<file path="config.mk">
export PLATFORM = sky130hd
export DESIGN_NAME = alu_vector_sequencer
export DESIGN_NICKNAME = d
export VERILOG_FILES = /design/src/rtl/alu_vec_pkg.sv /design/src/rtl/alu_vector_sequencer.sv
export SDC_FILE = /design/constraint.sdc
export NUM_CORES = 1
export LEC_CHECK = 0
export ABC_AREA = 1
export ABC_CLOCK_PERIOD_IN_PS = 2750
export CORE_MARGIN = 1.5
export CORE_UTILIZATION = 45
export CTS_CLUSTER_SIZE = 14
export DETAILED_ROUTE_END_ITERATION = 6
export PLACE_DENSITY = 0.83
export SLEW_MARGIN = 20
export SYNTH_ARGS = -nofsm -noshare
export SYNTH_HDL_FRONTEND = slang
export SYNTH_SLANG_ARGS = --single-unit
</file>
<file path="constraint.sdc">
create_clock -name wb_clk_i -period 2.75 [get_ports wb_clk_i]
set_input_delay 0.55 -clock wb_clk_i [delete_from_list [all_inputs] [get_ports wb_clk_i]]
set_output_delay 0.55 -clock wb_clk_i [all_outputs]
set_load 0.03 [all_outputs]
</file>
<file path="src/rtl/alu_vec_pkg.sv">
// Shared definitions for the 4-bit vector ALU and its sequencing stage.
package alu_vec_pkg;

  localparam int unsigned ALU_WIDTH = 4;

  // Opcodes as driven onto {CTRL1, CTRL0}
  localparam logic [1:0] OP_ADD = 2'd0;
  localparam logic [1:0] OP_SUB = 2'd1;
  localparam logic [1:0] OP_AND = 2'd2;
  localparam logic [1:0] OP_GT  = 2'd3;

  typedef enum logic [1:0] {
    ST_IDLE   = 2'd0,
    ST_SETTLE = 2'd1,
    ST_RESP   = 2'd2
  } seq_state_e;

endpackage

</file>
<file path="src/rtl/alu_vector_sequencer.sv">
// Request/response sequencer around the combinational vector ALU: registers
// operands onto the ALU, waits SETTLE_CYCLES, captures and holds the result.
module alu_vector_sequencer
  import alu_vec_pkg::*;
#(
  parameter int unsigned WIDTH         = ALU_WIDTH,
  parameter int          SETTLE_CYCLES = 1,
  parameter int unsigned CNT_W         = 8
) (
`ifdef USE_POWER_PINS
  inout  wire              vccd1,
  inout  wire              vssd1,
`endif
  input  logic             wb_clk_i,
  input  logic             wb_rst_i,
  input  logic             req_valid,
  output logic             req_ready,
  input  logic [WIDTH-1:0] req_a,
  input  logic [WIDTH-1:0] req_b,
  input  logic [1:0]       req_op,
  output logic [WIDTH-1:0] alu_a,
  output logic [WIDTH-1:0] alu_b,
  output logic             alu_ctrl0,
  output logic             alu_ctrl1,
  input  logic [WIDTH-1:0] alu_c,
  input  logic             alu_ovf,
  output logic             rsp_valid,
  input  logic             rsp_ready,
  output logic [WIDTH-1:0] rsp_c,
  output logic             rsp_ovf,
  output logic [CNT_W-1:0] op_count
);

  generate
    if (SETTLE_CYCLES < 1) begin : g_bad_settle
      $error("alu_vector_sequencer: SETTLE_CYCLES must be >= 1");
    end
  endgenerate

  localparam int unsigned SET_W = (SETTLE_CYCLES > 1) ? $clog2(SETTLE_CYCLES) : 1;
  localparam logic [SET_W-1:0] SETTLE_LAST = SET_W'(SETTLE_CYCLES - 1);

  seq_state_e       state_q, state_d;
  logic [SET_W-1:0] cnt_q, cnt_d;
  logic [WIDTH-1:0] alu_a_q, alu_a_d;
  logic [WIDTH-1:0] alu_b_q, alu_b_d;
  logic [1:0]       ctrl_q, ctrl_d;
  logic [WIDTH-1:0] rsp_c_q, rsp_c_d;
  logic             rsp_ovf_q, rsp_ovf_d;
  logic [CNT_W-1:0] op_count_q, op_count_d;
  logic             req_ready_q, req_ready_d;
  logic             rsp_valid_q, rsp_valid_d;

  // Next-state and datapath update
  always_comb begin
    state_d    = state_q;
    cnt_d      = cnt_q;
    alu_a_d    = alu_a_q;
    alu_b_d    = alu_b_q;
    ctrl_d     = ctrl_q;
    rsp_c_d    = rsp_c_q;
    rsp_ovf_d  = rsp_ovf_q;
    op_count_d = op_count_q;

    unique case (state_q)
      ST_IDLE: begin
        if (req_valid) begin
          alu_a_d = req_a;
          alu_b_d = req_b;
          ctrl_d  = req_op;
          cnt_d   = '0;
          state_d = ST_SETTLE;
        end
      end
      ST_SETTLE: begin
        cnt_d = cnt_q + SET_W'(1);
        if (cnt_q == SETTLE_LAST) begin
          rsp_c_d   = alu_c;
          rsp_ovf_d = alu_ovf;
          state_d   = ST_RESP;
        end
      end
      ST_RESP: begin
        if (rsp_ready) begin
          op_count_d = op_count_q + CNT_W'(1);
          state_d    = ST_IDLE;
        end
      end
      default: state_d = ST_IDLE;
    endcase

    // Handshake flags are registered copies of the upcoming state
    req_ready_d = (state_d == ST_IDLE);
    rsp_valid_d = (state_d == ST_RESP);
  end

  always_ff @(posedge wb_clk_i) begin
    if (wb_rst_i) begin
      state_q     <= ST_IDLE;
      cnt_q       <= '0;
      alu_a_q     <= '0;
      alu_b_q     <= '0;
      ctrl_q      <= '0;
      rsp_c_q     <= '0;
      rsp_ovf_q   <= 1'b0;
      op_count_q  <= '0;
      req_ready_q <= 1'b1;
      rsp_valid_q <= 1'b0;
    end else begin
      state_q     <= state_d;
      cnt_q       <= cnt_d;
      alu_a_q     <= alu_a_d;
      alu_b_q     <= alu_b_d;
      ctrl_q      <= ctrl_d;
      rsp_c_q     <= rsp_c_d;
      rsp_ovf_q   <= rsp_ovf_d;
      op_count_q  <= op_count_d;
      req_ready_q <= req_ready_d;
      rsp_valid_q <= rsp_valid_d;
    end
  end

  assign req_ready = req_ready_q;
  assign rsp_valid = rsp_valid_q;
  assign alu_a     = alu_a_q;
  assign alu_b     = alu_b_q;
  assign alu_ctrl0 = ctrl_q[0];
  assign alu_ctrl1 = ctrl_q[1];
  assign rsp_c     = rsp_c_q;
  assign rsp_ovf   = rsp_ovf_q;
  assign op_count  = op_count_q;

endmodule

</file>
==> results of run 1 <==
==> power by group <==
| part | leakage (nW) | internal (W) | switching, W |
|---|---|---|---|
| sequential | 0.229 | 0.000430 | 0.0000137 |
| clock | 0.0138 | 0.0000511 | 0.000104 |
| combinational | 0.359 | 0.0000757 | 0.0000952 |
| total | 0.602 | 0.000557 | 0.000213 |
==> through the flow <==
| stage | std cells | power, W |
|---|---|---|
| 2_1_floorplan | 137 | 0.0005478 |
| 3_3_place_gp | 205 | 0.0006202 |
| 3_5_place_dp | 205 | 0.0006248 |
| 4_1_cts | 208 | 0.0007801 |
| 5_1_grt | 208 | 0.0008068 |
| 6_report | 208 | 0.0007697 |
==> flip-flops by register name, summed over array words and instances, names as in the netlist <==
name       count
op_count       8
alu_a          4
cnt_q          1
rsp_c          4
rsp_ovf        1
state_q        2
rsp_valid      1
req_ready      1
ctrl_q         2
alu_b          4
==> routing by layer <==
layer | up-vias | wire, um
li1 | 531 | -
met1 | 460 | 1028
met2 | 26 | 1222
met3 | 2 | 89
met4 | 0 | 12
met5 | - | 0
==> cell type report <==
class / instances / area share, %
Clock buffer: 3 / 1.441
Timing Repair Buffer: 43 / 27.54
Sequential cell: 28 / 35.87
Multi-Input combinational cell: 96 / 30.50
Inverter: 10 / 2.402
Tap cell: 28 / 2.242
==> cells in the final DEF (no fill, tap or decap), types with 7 or more instances in the layout <==
cell             count
clkdlybuf4s50_1     43
nor2_1              31
dfxtp_1             28
nand2_1             19
a21oi_1             13
o21ai_0             11
nand3_1             10
inv_1                7
==> path summary, 6_finish.rpt <==
kind	start	endpoint	slack (ps)
hold reg to reg	rsp_c[1]	rsp_c[1]	480
setup / recovery	op_count[2]	op_count[2]	770
setup reg to reg	op_count[0]	op_count[6]	1570
hold / removal	rsp_c[1]	rsp_c[1]	480
==> kinds of logic after synthesis <==
logic type	count (synthesis)
flops	28
simple gates	68
xor+xnor	2
compound gates	25
fa+ha+maj	1
buf+inv	13
==> impl_metrics.py, run 1 <==
metrics = {
    "layout": {
        "final_cell_area_sq_mm": 0.001563,
        "drive_gt1_share_pct": 7.222,
        "nNetsFinal": 202,
        "seqCellArea_sq_um": 560.5,
        "antennaDiodeCount": 0,
        "syn_to_final_growth_pct": 42.91,
        "multi_input_area_sq_um": 476.7,
        "fill_cells": 197,
        "fin_util_pct": 69.31,
    },
    "global_routing": {
        "grt_first_pass_wirelength_um": 3870,
        "use_met1_pct": 22.00,
        "grtUsageTotal_pct": 18.62,
        "use_met2_pct": 34.38,
        "grtUsageMet3_pct": 2.571,
        "overflow": 0,
        "top_usage_layer": "met2",
        "antenna_found_initial": 0,
        "grt_max_degree": 17,
        "grt_pass1_vias": 930,
    },
    "timing": {
        "fin_ws_ps": 768.3,
        "rsz0062_at_grt": "no",
        "fin_crit_ps": 1982,
        "holdWs_ps": 476.7,
        "max_slew_margin_pct": 71.11,
        "worst_pin_slew_ps": 431.9,
        "finalCritPeriodShare_pct": 72.06,
        "setup_tns_ps": 0,
        "fmaxAchievable_ghz": 0.5046,
        "final_hold_viol_count": 0,
        "finalMaxSlewViolations": 0,
        "setup_viol": 0,
        "fin_skew_ps": 5.072,
    },
    "floorplanning": {
        "pin_count": 44,
        "die_w_um": 52.30,
        "rows": 17,
        "die_y_um": 52.30,
        "dieArea_sq_mm": 0.002735,
        "floorplan.initialDensity_pct": 48.50,
        "core_area_sq_mm": 0.002255,
    },
    "logic_synthesis": {
        "ys.flop_type": "dfxtp_1",
        "syn_nets": 157,
        "synth_fa_ha_area_share_pct": 1.144,
        "yosys.area_share.simple_pct": 29.06,
        "synth_xor_area_share_pct": 1.602,
        "synth_common_cells": "nor2_1 (31), dfxtp_1 (28), nand2_1 (19)",
        "synth_mux_area_share_pct": 0,
        "ys_seq_area_share_pct": 51.26,
        "synth_most_common_cell": "nor2_1",
        "synth_cells": 137,
        "synth_top_area_share_pct": 51.26,
        "synthTopCellsByArea": "dfxtp_1 (51%), nor2_1 (11%), nand2_1 (6.5%), a21oi_1 (5.9%), o21ai_0 (5.0%)",
        "ys_seq_elements": 28,
        "synth_largest_area_cell": "dfxtp_1",
        "ys_warn_count": 0,
        "syn_area_sq_mm": 0.001094,
        "synth_edf_count": 0,
        "syn_area_per_cell_sq_um": 7.982,
        "ys_types": 19,
        "synth_compound_gate_area_share_pct": 11.78,
        "synth_top_family_by_area": "simple AND/OR/NAND/NOR gates",
        "async_flop_share_pct": 0,
    },
    "placed_design": {
        "gp_congestion": 0.7519,
        "dp_slack_ps": 750.7,
        "port_buffers": 43,
        "place_area_sq_mm": 0.001540,
        "hpwl_um": 1841,
    },
    "cts": {
        "cts_tree": "done",
        "path_clk_slew_ps": 130,
        "clk_latency_ps": 310,
        "post_cts.repair.setup_buffers": 0,
        "cts_buffers": 3,
        "htree_levels": 1,
        "cts-root-buf": "clkbuf_4",
        "cts_sinks": 28,
        "postCtsHoldBufs": 0,
        "post_cts_resized": 0,
        "clockBufferDepth": 2,
    },
    "setup_path": {
        "required_ps": 2200,
        "crit_path_top_delay_cell": "clkdlybuf4s50_1",
        "worstRegToRegCells": 6,
        "crit_chain": "clkdlybuf4s50_1",
        "crit_path_start_kind": "flip-flop",
        "criticalPathCategory": "flip-flop to output port",
        "cp_num_cells": 1,
        "cp.arrival_ps": 1430,
        "path_max_fanout": 5,
        "worst-path-buf-inv": 1,
        "end_kind": "output port",
        "slowest_delay_ps": 700,
        "cpLargestDelayFamily": "buffers and inverters",
    },
    "run": {
        "max_cap_viol_count": 0,
    },
    "route": {
        "drc": 0,
        "drtPass1Iterations": 4,
        "viasPerCell": 4.899,
        "routed_wl_um": 2353,
        "drt_iter0_markers": 14,
        "ant_nets": 0,
        "dr_total_vias": 1019,
        "wl_per_cell_um": 11.31,
    },
    "power": {
        "peakVddDrop_mv": 0.3342,
        "p_leak_nw": 0.6019,
        "power_density_mw_per_mm2": 492.5,
    },
    "min_path": {
        "holdPathStages": 2,
        "min_path_type": "flip-flop to flip-flop",
    },
    "run_status": {
        "status": "finished clean",
    },
}
No activity file was read; power rests on OpenSTA's default activity.
==> run 2, diff against run 1 <==
Settings changed: ABC_CLOCK_PERIOD_IN_PS 2750 to 2000, CORE_UTILIZATION 45 to 42, PLACE_DENSITY 0.83 to 0.78.
Clock period 2.75 ns to 2 ns, I/O delays scaled along.
==> run 2 against run 1 <==
  * Hold slack worse by 2.3 ps
  * Sequential share of layout area shrank 0.23 points
  * Critical path type unchanged
  * Sequential cell count did not move
  * Global-route usage fell by 0.079 points
  * Clock power increased by 41%
==> impl_metrics.py, run 2 (synthesized netlist as in run 1, its figures left out) <==
metrics = {
    "global_routing": {
        "overflow": 0,
        "grtUsageTotal_pct": 18.54,
        "top_usage_layer": "met2",
        "grt_pass1_vias": 896,
        "use_met1_pct": 19.62,
        "use_met2_pct": 33.13,
        "antenna_found_initial": 0,
        "grtUsageMet3_pct": 6.667,
        "grt_first_pass_wirelength_um": 3788,
        "grt_max_degree": 17,
    },
    "floorplanning": {
        "core_area_sq_mm": 0.002477,
        "die_y_um": 54.03,
        "pin_count": 44,
        "die_w_um": 54.03,
        "dieArea_sq_mm": 0.002919,
        "floorplan.initialDensity_pct": 44.14,
        "rows": 18,
    },
    "setup_path": {
        "required_ps": 1600,
        "r2r_slack_ps": 840,
        "crit_path_start_kind": "flip-flop",
        "crit_chain": "clkdlybuf4s50_1",
        "slowest_delay_ps": 700,
        "worst-path-buf-inv": 1,
        "cpLargestDelayFamily": "buffers and inverters",
        "path_max_fanout": 5,
        "criticalPathCategory": "flip-flop to output port",
        "crit_path_top_delay_cell": "clkdlybuf4s50_1",
        "cp.arrival_ps": 1440,
        "end_kind": "output port",
    },
    "route": {
        "ant_nets": 0,
        "drtPass1Iterations": 4,
        "wl_per_cell_um": 11.43,
        "routed_wl_um": 2411,
        "drc": 0,
        "drt_iter0_markers": 12,
        "dr_total_vias": 1031,
        "viasPerCell": 4.886,
    },
    "timing": {
        "fin_crit_ps": 1840,
        "fin_skew_ps": 4.224,
        "finalMaxSlewViolations": 0,
        "rsz0062_at_grt": "no",
        "worst_pin_slew_ps": 420.9,
        "final_hold_viol_count": 0,
        "setup_tns_ps": 0,
        "fmaxAchievable_ghz": 0.5435,
        "finalCritPeriodShare_pct": 92.00,
        "setup_viol": 0,
        "max_slew_margin_pct": 71.91,
    },
    "layout": {
        "fill_cells": 237,
        "drive_gt1_share_pct": 7.735,
        "multi_input_area_sq_um": 476.7,
        "fin_util_pct": 63.48,
        "seqCellArea_sq_um": 560.5,
        "nNetsFinal": 203,
        "largest_register_ff_count": 8,
        "syn_to_final_growth_pct": 43.82,
        "mostFrequentLayoutCells": "clkdlybuf4s50_1 (43), nor2_1 (31), dfxtp_1 (28), nand2_1 (19), a21oi_1 (13)",
        "antennaDiodeCount": 0,
        "final_common_cell": "clkdlybuf4s50_1",
    },
    "power": {
        "fin_total_pwr_w": 0.001067,
        "swShare_pct": 28.10,
        "switching_power_w": 0.0002997,
        "power_density_mw_per_mm2": 678.1,
        "peakVddDrop_mv": 0.5452,
        "seqPwrFrac_pct": 57.2,
        "power_frac_clock_pct": 20.5,
        "p_leak_nw": 0.6068,
        "cellInternalPower_w": 0.0007669,
        "p_comb_share_pct": 22.3,
    },
    "run": {
        "max_cap_viol_count": 0,
    },
    "cts": {
        "post_cts.repair.setup_buffers": 0,
        "htree_levels": 1,
        "cts_buffers": 3,
        "post_cts_resized": 0,
        "clk_latency_ps": 320,
        "postCtsHoldBufs": 0,
        "cts-root-buf": "clkbuf_4",
        "cts_tree": "done",
        "cts_sinks": 28,
        "path_clk_slew_ps": 130,
        "clockBufferDepth": 2,
    },
    "placed_design": {
        "port_buffers": 43,
        "gp_congestion": 0.7593,
        "hpwl_um": 1886,
    },
    "min_path": {
        "min_path_type": "flip-flop to flip-flop",
    },
    "run_status": {
        "status": "finished clean",
    },
}
[run 2: changes by cell type in the layout (fill, tap and decap cells not counted), sizes merged]
cell / delta
buf: +1
[run 2: cell type report]
| cell class | instances | share of cell area (%) |
|---|---|---|
| multi-input combinational | 96 | 30.31 |
| sequential | 28 | 35.64 |
| timing repair buffer | 44 | 27.84 |
| tap | 30 | 2.387 |
| inverter | 10 | 2.387 |
| clock buffer | 3 | 1.432 |
[run 2: worst paths after layout]
check                    from     endpoint  depth (start not counted)
setup reg to reg  op_count[0]  op_count[4]                          6
hold / removal       rsp_c[1]     rsp_c[1]                          2
setup / recovery  op_count[4]  op_count[4]                          1
hold reg to reg      rsp_c[1]     rsp_c[1]                          2
[run 2: power groups by stage]
stage / clock, W / combinational [W] / sequential (W)
after floorplan: 0 / 0.0000746 / 0.000679
after global placement: 0 / 0.000234 / 0.000621
after detailed placement: 0 / 0.000240 / 0.000624
after CTS: 0.000232 / 0.000240 / 0.000611
after global routing: 0.000253 / 0.000259 / 0.000615
final: 0.000218 / 0.000238 / 0.000610
[run 2: metrics by stage]
stage	cells	hold WS (ps)	setup WS, ps	area (sq um)
after floorplan	137	469.1	670.4	1094
after global placement	208	450.0	471.0	1550
after detailed placement	208	458.1	418.8	1550
after CTS	211	475.3	140.7	1573
after global routing	211	507.7	78.63	1573
final	211	474.4	160.0	1573
[run 2: per-layer routing]
layer  vias to the layer above  wire length, um
li1                        533                -
met1                       465              977
met2                        28             1253
met3                         5              142
met4                         0               38
met5                         -                0
==> run 3, diff against run 2 <==
--- a/config.mk
+++ b/config.mk
@@ -9,3 +9,3 @@
 export ABC_CLOCK_PERIOD_IN_PS = 2000
-export CORE_MARGIN = 1.5
+export CORE_MARGIN = 8
 export CORE_UTILIZATION = 42
==> constraint.sdc (replaced) <==
create_clock -name wb_clk_i -period 2 [get_ports wb_clk_i]
set_input_delay 0.2 -clock wb_clk_i [delete_from_list [all_inputs] [get_ports wb_clk_i]]
set_output_delay 0.2 -clock wb_clk_i [all_outputs]
set_load 0.03 [all_outputs]
==> run 3 against run 2 <==
  * Sequential power about the same
  * Power up 0.32%
  * Core utilization unchanged
  * Largest power group unchanged
  * Highest routed layer unchanged
==> impl_metrics.py, run 3 (synthesized netlist as in run 1, its figures left out) <==
metrics = {
    "power": {
        "swShare_pct": 28.32,
        "peakVddDrop_mv": 0.5769,
        "power_frac_clock_pct": 20.5,
        "fin_total_pwr_w": 0.001070,
        "seqPwrFrac_pct": 57.0,
        "power_density_mw_per_mm2": 680.3,
        "switching_power_w": 0.0003030,
        "p_leak_nw": 0.6068,
        "cellInternalPower_w": 0.0007669,
        "p_comb_share_pct": 22.4,
    },
    "min_path": {
        "holdPathStages": 3,
        "min_path_type": "input pin to flip-flop",
        "min_from": "alu_c[0]",
        "hold_end": "rsp_c[0]",
    },
    "global_routing": {
        "overflow": 0,
        "grt_first_pass_wirelength_um": 4650,
        "grt_max_degree": 17,
        "use_met2_pct": 23.54,
        "grtUsageMet3_pct": 6.208,
        "use_met1_pct": 12.90,
        "antenna_found_initial": 0,
        "grt_pass1_vias": 1076,
        "top_usage_layer": "met2",
        "grtUsageTotal_pct": 13.19,
    },
    "placed_design": {
        "gp_congestion": 0.8200,
        "port_buffers": 43,
        "hpwl_um": 2155,
    },
    "setup_path": {
        "worstRegToRegCells": 6,
        "path_max_fanout": 5,
        "criticalPathCategory": "flip-flop to output port",
        "crit_chain": "clkdlybuf4s50_1",
        "end_kind": "output port",
        "cpLargestDelayFamily": "buffers and inverters",
        "cp.arrival_ps": 1460,
        "required_ps": 1800,
        "slowest_delay_ps": 710,
        "reg2reg_to": "op_count[6]",
        "worst-path-buf-inv": 1,
        "reg2reg_from": "op_count[0]",
        "crit_path_start_kind": "flip-flop",
        "r2r_slack_ps": 810,
        "crit_path_top_delay_cell": "clkdlybuf4s50_1",
    },
    "run": {
        "max_cap_viol_count": 0,
    },
    "timing": {
        "setup_tns_ps": 0,
        "fin_skew_ps": 4.050,
        "setup_viol": 0,
        "final_hold_viol_count": 0,
        "finalCritPeriodShare_pct": 83.03,
        "fmaxAchievable_ghz": 0.6022,
        "worst_pin_slew_ps": 414.0,
        "finalMaxSlewViolations": 0,
        "rsz0062_at_grt": "no",
        "max_slew_margin_pct": 72.37,
        "fin_crit_ps": 1661,
    },
    "layout": {
        "mostFrequentLayoutCells": "clkdlybuf4s50_1 (43), nor2_1 (31), dfxtp_1 (28), nand2_1 (19), a21oi_1 (13)",
        "nNetsFinal": 203,
        "syn_to_final_growth_pct": 43.82,
        "final_common_cell": "clkdlybuf4s50_1",
        "fill_cells": 235,
        "antennaDiodeCount": 0,
        "drive_gt1_share_pct": 7.735,
        "largest_register_ff_count": 8,
    },
    "floorplanning": {
        "die_y_um": 67.03,
        "floorplan.initialDensity_pct": 44.14,
        "pin_count": 44,
        "rows": 18,
        "core_area_sq_mm": 0.002477,
        "dieArea_sq_mm": 0.004492,
        "die_w_um": 67.03,
    },
    "route": {
        "dr_total_vias": 1039,
        "viasPerCell": 4.924,
        "drt_iter0_markers": 35,
        "wl_per_cell_um": 12.81,
        "drc": 0,
        "drtPass1Iterations": 4,
        "routed_wl_um": 2702,
        "ant_nets": 0,
    },
    "cts": {
        "cts_sinks": 28,
        "clockBufferDepth": 2,
        "post_cts.repair.setup_buffers": 0,
        "postCtsHoldBufs": 0,
        "cts_buffers": 3,
        "path_clk_slew_ps": 130,
        "post_cts_resized": 0,
        "htree_levels": 1,
        "cts_tree": "done",
        "clk_latency_ps": 320,
        "cts-root-buf": "clkbuf_4",
    },
    "run_status": {
        "status": "finished clean",
    },
}
[run 3: worst max-delay path by stage]
stage	from	endpoint	slack, ps	cells after the start
after floorplan	op_count[0]	op_count[6]	670	6
after global placement	rsp_ready	op_count[7]	670	6
after detailed placement	req_valid	alu_b[0]	600	5
after CTS	op_count[2]	op_count[2]	320	1
after global routing	op_count[2]	op_count[2]	270	1
final	op_count[2]	op_count[2]	340	1
[run 3: cell type report]
cell class	instances	area (sq um)	area share [%]
Tap cell	30	37.54	2.387
Sequential cell	28	560.5	35.64
Multi-Input combinational cell	96	476.7	30.31
Timing Repair Buffer	44	437.9	27.84
Clock buffer	3	22.52	1.432
Inverter	10	37.54	2.387
[run 3: layer usage]
metal,part of all wire (%),vias to the layer above
li1,-,534
met3,8.5,6
met2,52,31
met5,0,-
met1,38,468
met4,2.0,0
[run 3: through the flow]
step                utilization, %  instances  setup slack [ps]  instance area [sq um]  hold WS (ps)
global route                 63.48        211             268.3                   1573         452.1
detailed placement           62.58        208             604.4                   1550         459.8
CTS                          63.48        211             323.4                   1573         438.6
floorplan                        -        137             670.4                   1094         269.1
global placement             62.58        208             674.2                   1550         447.2
finish                       63.48        211             339.3                   1573         448.6
[run 3: power groups by stage]
stage / sequential (W) / combinational (W) / clock (W)
2_1_floorplan: 0.000679 / 0.0000746 / 0
3_3_place_gp: 0.000620 / 0.000236 / 0
3_5_place_dp: 0.000623 / 0.000243 / 0
4_1_cts: 0.000611 / 0.000244 / 0.000230
5_1_grt: 0.000614 / 0.000261 / 0.000248
6_report: 0.000610 / 0.000240 / 0.000220
